--- src/rtl/fb_pkg.sv ---
// Shared constants, command opcodes and FSM state encoding for the framebuffer plotter.
// FB_CLEAR_EN adds the CLR state used by the CLEAR command.
package fb_pkg;
  localparam int          FB_W      = 320;
  localparam int          FB_H      = 200;
  localparam int          ROW_BYTES = 40;
  localparam logic [13:0] BUF_BASE1 = 14'd8000;
  localparam logic [12:0] BUF_BYTES = 13'd8000;

  typedef enum logic [1:0] {
    OP_PLOT  = 2'd0,
    OP_CLEAR = 2'd1,
    OP_FLIP  = 2'd2,
    OP_RSVD  = 2'd3
  } op_e;

  typedef enum logic [2:0] {
    ST_IDLE  = 3'd0,
    ST_RD    = 3'd1,
    ST_WR    = 3'd2,
`ifdef FB_CLEAR_EN
    ST_CLR   = 3'd4,
`endif
    ST_FLIPW = 3'd3
  } state_e;
endpackage

--- src/rtl/fb_addr_gen.sv ---
// Pixel coordinate to bitmap byte address / bit mask, plus bounds check.
module fb_addr_gen
  import fb_pkg::*;
(
  input  logic [8:0]  x,
  input  logic [7:0]  y,
  input  logic        buf_sel,
  output logic [13:0] addr,
  output logic [7:0]  mask,
  output logic        in_range
);
  logic [13:0] base;
  logic [13:0] y14;

  assign base     = buf_sel ? BUF_BASE1 : 14'd0;
  assign y14      = {6'd0, y};
  // y*40 as y*32 + y*8; worst case 15999 fits in 14 bits
  assign addr     = base + (y14 << 5) + (y14 << 3) + {8'd0, x[8:3]};
  assign mask     = 8'h80 >> x[2:0];
  assign in_range = (x < 9'(FB_W)) && (y < 8'(FB_H));
endmodule

--- src/rtl/fb_plotter.sv ---
// Double-buffered 1bpp draw engine: PLOT (read-modify-write), CLEAR, FLIP-on-vblank.
// Optional feature macro: FB_CLEAR_EN (enables the CLEAR command).
module fb_plotter
  import fb_pkg::*;
(
  input  logic        clk,
  input  logic        rst,
  input  logic        cmd_valid,
  output logic        cmd_ready,
  input  logic [1:0]  cmd_op,
  input  logic [8:0]  cmd_x,
  input  logic [7:0]  cmd_y,
  input  logic        cmd_color,
  input  logic        vblank,
  output logic [13:0] mem_addr,
  output logic        mem_we,
  output logic [7:0]  mem_wdata,
  input  logic [7:0]  mem_rdata,
  output logic        display_buf,
  output logic        busy,
  output logic        err
);
  state_e      state;
  logic        vblank_q;
  logic [7:0]  mask_r;
  logic        color_r;
  logic [7:0]  wdata_r;
  logic [7:0]  merged;
  logic [13:0] ag_addr;
  logic [7:0]  ag_mask;
  logic        ag_ok;
`ifdef FB_CLEAR_EN
  logic [12:0] clr_cnt;
`endif

  fb_addr_gen u_addr (
    .x        (cmd_x),
    .y        (cmd_y),
    .buf_sel  (~display_buf),
    .addr     (ag_addr),
    .mask     (ag_mask),
    .in_range (ag_ok)
  );

  assign cmd_ready = (state == ST_IDLE);
  assign busy      = (state != ST_IDLE);
  // rdata only becomes valid during WR, so the merge is formed combinationally there
  assign merged    = color_r ? (mem_rdata | mask_r) : (mem_rdata & ~mask_r);
  assign mem_wdata = (state == ST_WR) ? merged : wdata_r;

  // Command FSM with registered memory strobes, error pulse and buffer select
  always_ff @(posedge clk) begin
    if (rst) begin
      state       <= ST_IDLE;
      display_buf <= 1'b0;
      mem_we      <= 1'b0;
      mem_addr    <= 14'd0;
      wdata_r     <= 8'd0;
      err         <= 1'b0;
      vblank_q    <= 1'b1;
      mask_r      <= 8'd0;
      color_r     <= 1'b0;
`ifdef FB_CLEAR_EN
      clr_cnt     <= 13'd0;
`endif
    end else begin
      vblank_q <= vblank;
      err      <= 1'b0;
      case (state)
        ST_IDLE: if (cmd_valid) begin
          case (op_e'(cmd_op))
            OP_PLOT: if (ag_ok) begin
              mem_addr <= ag_addr;
              mask_r   <= ag_mask;
              color_r  <= cmd_color;
              state    <= ST_RD;
            end else begin
              err <= 1'b1;
            end
            OP_FLIP: state <= ST_FLIPW;
`ifdef FB_CLEAR_EN
            OP_CLEAR: begin
              mem_addr <= display_buf ? 14'd0 : BUF_BASE1;
              mem_we   <= 1'b1;
              wdata_r  <= {8{cmd_color}};
              clr_cnt  <= 13'd0;
              state    <= ST_CLR;
            end
`endif
            default: err <= 1'b1;
          endcase
        end
        ST_RD: begin
          mem_we <= 1'b1;
          state  <= ST_WR;
        end
        ST_WR: begin
          mem_we  <= 1'b0;
          wdata_r <= merged;
          state   <= ST_IDLE;
        end
`ifdef FB_CLEAR_EN
        ST_CLR: begin
          if (clr_cnt == BUF_BYTES - 13'd1) begin
            mem_we <= 1'b0;
            state  <= ST_IDLE;
          end else begin
            clr_cnt  <= clr_cnt + 13'd1;
            mem_addr <= mem_addr + 14'd1;
          end
        end
`endif
        ST_FLIPW: if (vblank && !vblank_q) begin
          display_buf <= ~display_buf;
          state       <= ST_IDLE;
        end
        default: state <= ST_IDLE;
      endcase
    end
  end
endmodule

--- config.mk ---
export PLATFORM = sky130hd
export DESIGN_NAME = fb_plotter
export DESIGN_NICKNAME = d
export VERILOG_FILES = /design/src/rtl/fb_pkg.sv /design/src/rtl/fb_addr_gen.sv /design/src/rtl/fb_plotter.sv
export SDC_FILE = /design/constraint.sdc
export NUM_CORES = 1
export LEC_CHECK = 0
export CORE_UTILIZATION = 52
export DETAILED_ROUTE_END_ITERATION = 6
export PLACE_DENSITY = 0.85
export SKIP_CTS_REPAIR_TIMING = 1
export SLEW_MARGIN = 20
export SYNTH_ARGS = -nofsm -noshare
export SYNTH_HDL_FRONTEND = slang
export SYNTH_SLANG_ARGS = --single-unit
export TNS_END_PERCENT = 5
--- constraint.sdc ---
create_clock -name clk -period 5 [get_ports clk]
set_input_delay 0.5 -clock clk [delete_from_list [all_inputs] [get_ports clk]]
set_output_delay 0.5 -clock clk [all_outputs]
set_load 0.01 [all_outputs]
* Yosys cells after proc, flatten, opt, wreduce, memory -nomap -nowiden *
Index checks and enable logic that the tools add are counted.

cells by class
  shift operators = 1
  reduce and logical (&&, ||, !) cells = 11
  bitwise logic cells = 6
  muxes and demuxes = 11
  add/sub/neg operators = 3
  order comparisons = 2
  equality and inequality tests = 8

operators with widths
  kind                                                               number
  8-bit 2-to-1 mux                                                   2
  14-bit by 11-bit adder with 14-bit output                          1
  14-bit by 13-bit adder with 14-bit output                          1
  14-bit by 6-bit adder with 14-bit output                           1
  13-bit 2-to-1 mux                                                  1
  9-bit less-than comparator, second input constant                  1
  3-bit 2-to-1 mux                                                   3
  3-bit one-hot mux with 3 select lines                              1
  8-bit bitwise AND                                                  1
  8-bit less-than comparator, second input constant                  1
  8-bit NOT                                                          1
  8-bit bitwise OR                                                   1
  4-bit AND reduction                                                2
  8-bit by 3-bit >> shifter with 8-bit output, first input constant  1
  3-bit by 2-bit == test with 1-bit output, second input constant    2
  3-bit one-hot mux with 2 select lines                              1
  2-bit != test, second input constant                               2
  1-bit one-hot mux with 2 select lines                              2
  3-bit by 1-bit == test with 1-bit output, second input constant    1
  3-bit logical NOT                                                  1
  3-bit by 1-bit != test with 1-bit output, second input constant    1
  3-bit != test, second input constant                               1
  1-bit NOT                                                          3
  3-bit nonzero test                                                 1
  other kinds (8)                                                    9

word-level totals
  output and inout port bits = 27
  flip-flop bits (word level) = 38
  logic and storage cells = 51
  input port bits = 32

* Longest topological paths before layout *
  word-level depth = 6
  gate-level depth with buffers = 9
  mapped depth without buffers = 9

* Hierarchy *
From an unflattened synthesis, not the netlist that was laid out.

second synthesis, totals
  cell total of the unflattened synthesis = 267
  area, all modules = 2334.7 µm²

modules (own cells, without submodules)
  module       area each (µm²)  sequential area each (µm²)  cells an instance  instances
  fb_plotter   1641.6           740.7                       186                1
  fb_addr_gen  693.2            0.0                         81                 1

* Worst setup path after synthesis *
No wires, ideal clock.

  path kind = input -> register
  from = input cmd_x[8]
  to = register mem_addr[12]
  buffers on the path = 0
  data required time = 4.867 ns
  stages on the path = 9
  arrival time = 2.528 ns
  path slack = 2.339 ns
  library setup time = 0.133 ns
  cells stage by stage = inv_1 fa_1 inv_1 fa_1 a211oi_1 o21bai_1 o311a_1 o21ai_1 o311ai_2

on the way
  word-level cells in the longest chain between the ends = 3
  elaborated cells on any way between the ends = 4
  classes of those cells = 1 x add/sub; 1 x order compare; 2 x reduce/logical

RTL lines
  what                           RTL line           RTL
  from (decl)                    fb_plotter.sv:11   input logic [8:0] cmd_x,
  9-bit less-than comparator     fb_addr_gen.sv:20  assign in_range = (x < 9'(FB_W)) && (y < 8'(FB_H));
  1-bit logical AND              fb_addr_gen.sv:20
  4-bit AND reduction (no line)  n/a
  to (signal assigned)           fb_plotter.sv:73   mem_addr <= ag_addr;
  to (decl)                      fb_plotter.sv:15   output logic [13:0] mem_addr,

Parallel ways exist; a longest one is shown, timed or not.
A chain may end at the register's enable or synchronous reset.

* Worst setup path after layout *
Ends and elaborated chain as after synthesis.

==> qor.csv <==
stage;metric;value;unit
run_status;status;completed;
finish;commonest non-fill, non-tap cell in the layout;clkdlybuf4s50_1;
clocking;TritonCTS buffer count;5;
synthesis;share of flip-flops with an asynchronous set or reset;0;%
die;Cell Rows;22;
finish;Layout Cells excl Fill;354;
power;Switch Pwr;260;µW
synthesis;share of the synthesized area in the top cell type;34.5;%
finish;final core utilization;75.2;%
route;antenna viol nets, final;0;
power;leak pwr;0.00109;µW
global_routing;GRT overflow;0;
clocking;Skew-Pair Late Insertion Delay;0.30;ns
job;maxcap violations;0;
synthesis;Post-synth EDFFs;0;
timing;Slew Viols, Final;0;
setup_path;CP Max Fanout;3;
synthesis;post-synthesis sequential area ratio;34.5;%
setup_path;kind of critical path;in2reg;
power;Max rail drop VDD;127;µV
synthesis;post-synthesis net count;309;
setup_path;Worst Path Arrival;3.14;ns
route;total number of vias;1969;
timing;final hold slack;0.455;ns
finish;antenna diode count;0;
synthesis;Distinct cells, synth;34;
finish;Final nets;361;
timing;setup violators final;0;
power;switch share;29.9;%
global_routing;GRT Total Usage;24.6;%
clocking;clock tree buffer depth;2;
place;Port Buffers;58;
synthesis;Yosys Warn Count;0;
route;Post-Route WL;4970;µm
die;Die W;66.3;µm
clocking;CTS tree;built;
clocking;H-tree lvl count;2;
power;PD cells;305;nW/µm²
global_routing;vias in the first global route;1850;
die;Initial Utilization;56.5;%
synthesis;Mapped Avg Cell Area;8.49;µm²
power;Combinational Power Share;32.2;%
route;Pre-antenna DRT Iters;4;
die;Chip Height;66.3;µm
die;I/O Pins;59;
power;Int Power;610;µW
global_routing;initial antenna violation count;0;
clocking;root buf cell;clkbuf_8;
timing;RSZ-0062 raised after global routing;no;
synthesis;main area contributors after synthesis;dfxtp_1 (34%), ha_1 (10%), a21oi_1 (8.4%);
place;Routability Congestion;0.881;
synthesis;Mapped Cells;253;
timing;Final Hold Violating Endpoints;0;
timing;Slew @ Worst Pin;0.538;ns
global_routing;first-pass GRT wire length;8070;µm
power;share of power burned in registers;37.6;%
place;Placed Cells incl. Taps;346;
die;core area;3800;µm²
finish;most frequent cells in the layout;clkdlybuf4s50_1 (58), dfxtp_1 (37), a21oi_1 (36);
route;detail-routed net length per standard cell;14.1;µm
route;drt drc;0;
synthesis;Yosys top cell by area;dfxtp_1;
timing;Final Cycle Share;59.3;%
global_routing;largest net degree at the start of global routing;46;
finish;share of cells above drive strength 1;4.90;%
setup_path;Req. time, crit path;5.18;ns
die;Die ar.;4390;µm²
worst_hold_path;Hold Crit Class;reg2reg;
setup_path;CP Capture Type;flop;
synthesis;synthesized area;2150;µm²
synthesis;Top FF cell, synth;dfxtp_1;
finish;Layout area overhead;33.0;%
power;clock network fraction of total power;30.1;%
place;detailed placement HPWL;3610;µm
timing;fin crit period;2.97;ns
clocking;CTS Sinks;37;
route;Iter 0 DRT Violations;115;
timing;FMAX;337;MHz
clocking;clk slew on worst S/H paths;0.08;ns
timing;setup tns final;0;ns
timing;clk_skew;0.00376;ns
timing;Slew HR;64.1;%
synthesis;post-synthesis register bit count;37;
route;vias per inst;5.56;
setup_path;crit start category;primary input;
## flip-flops by register name, indices dropped and copies added (netlist names)
signal       count
mem_addr        14
mem_we           1
state            2
vblank_q         1
display_buf      1
color_r          1
mask_r           8
err              1
wdata_r          8
## layer usage
layer  track usage, %  up-vias  wire length [µm]
met3             5.86       16               230
met4             13.3        0               114
met5                0        -                 0
met2             41.6       58              2490
met1             28.5      915              2130
li1                 -      980                 -
## cells in the mapped netlist, drive strengths merged, types with 3 or more instances
library cell,instances
o21ai,9
fa,6
nand3,5
nor3,7
nor2,21
buf,5
mux2i,8
nand2,30
inv,11
a21oi,36
a21o,3
o311ai,3
clkbuf,11
nor3b,3
dfxtp,37
nand3b,6
ha,18
nor2b,8
a211oi,5
nand2b,3
xnor2,3
nand4,3
## cells by family (layout without fill, tap and decap cells)
| logic type | count (synthesis) | count (layout) | share of synthesized area (%) |
|---|---|---|---|
| multiplexers | 8 | 8 | 3.73 |
| XOR/XNOR | 3 | 3 | 1.22 |
| buffers and inverters | 27 | 80 | 5.13 |
| flip-flops | 37 | 37 | 34.5 |
| adder cells (fa/ha/maj) | 24 | 24 | 16.1 |
| AND/OR/NAND/NOR | 93 | 93 | 21.3 |
| AO/OA/AOI/OAI | 61 | 61 | 18.1 |
## power groups by stage
stage	Clock [µW]	Combinational [µW]	Sequential, µW
after floorplan	0	154	335
after global placement	0	272	333
after detailed placement	0	278	334
after CTS	266	281	327
after global routing	279	310	330
final	262	280	327
## metrics by stage
| step | setup slack [ns] | instance area [µm²] | total power (µW) |
|---|---|---|---|
| 2_1_floorplan | 2.34 | 2150 | 489 |
| 3_3_place_gp | 1.78 | 2740 | 605 |
| 3_5_place_dp | 1.72 | 2740 | 612 |
| 4_1_cts | 2.04 | 2860 | 874 |
| 5_1_grt | 1.83 | 2860 | 919 |
| 6_report | 2.03 | 2860 | 870 |
## worst paths after layout
| kind | start | to | slack (ns) | depth (start not counted) |
|---|---|---|---|---|
| worst max register to register | display_buf | mem_addr[12] | 2.44 | 8 |
| worst min-delay path | mem_addr[1] | mem_addr[1] | 0.45 | 2 |
| worst min register to register | mem_addr[1] | mem_addr[1] | 0.45 | 2 |
| worst max-delay path | cmd_x[8] | mem_addr[12] | 2.03 | 10 |
## worst max-delay path: stages
cell and delay (ns):
clkdlybuf4s50_1 0.48, inv_1 0.06, fa_1 0.53, inv_1 0.07, fa_1 0.47, a211oi_1 0.30, o21bai_1 0.13, o311a_1 0.32
o21ai_1 0.16, o311ai_2 0.11
## area by class of cell
class | count | area (µm²)
multi-input combinational | 189 | 1300
fill | 301 | 942
sequential | 37 | 741
timing repair buffer | 61 | 603
clock buffer | 5 | 68.8
tap | 48 | 60.1
clock inverter | 3 | 46.3
inverter | 11 | 41.3
Note: power is estimated with default switching activity, not from simulation.
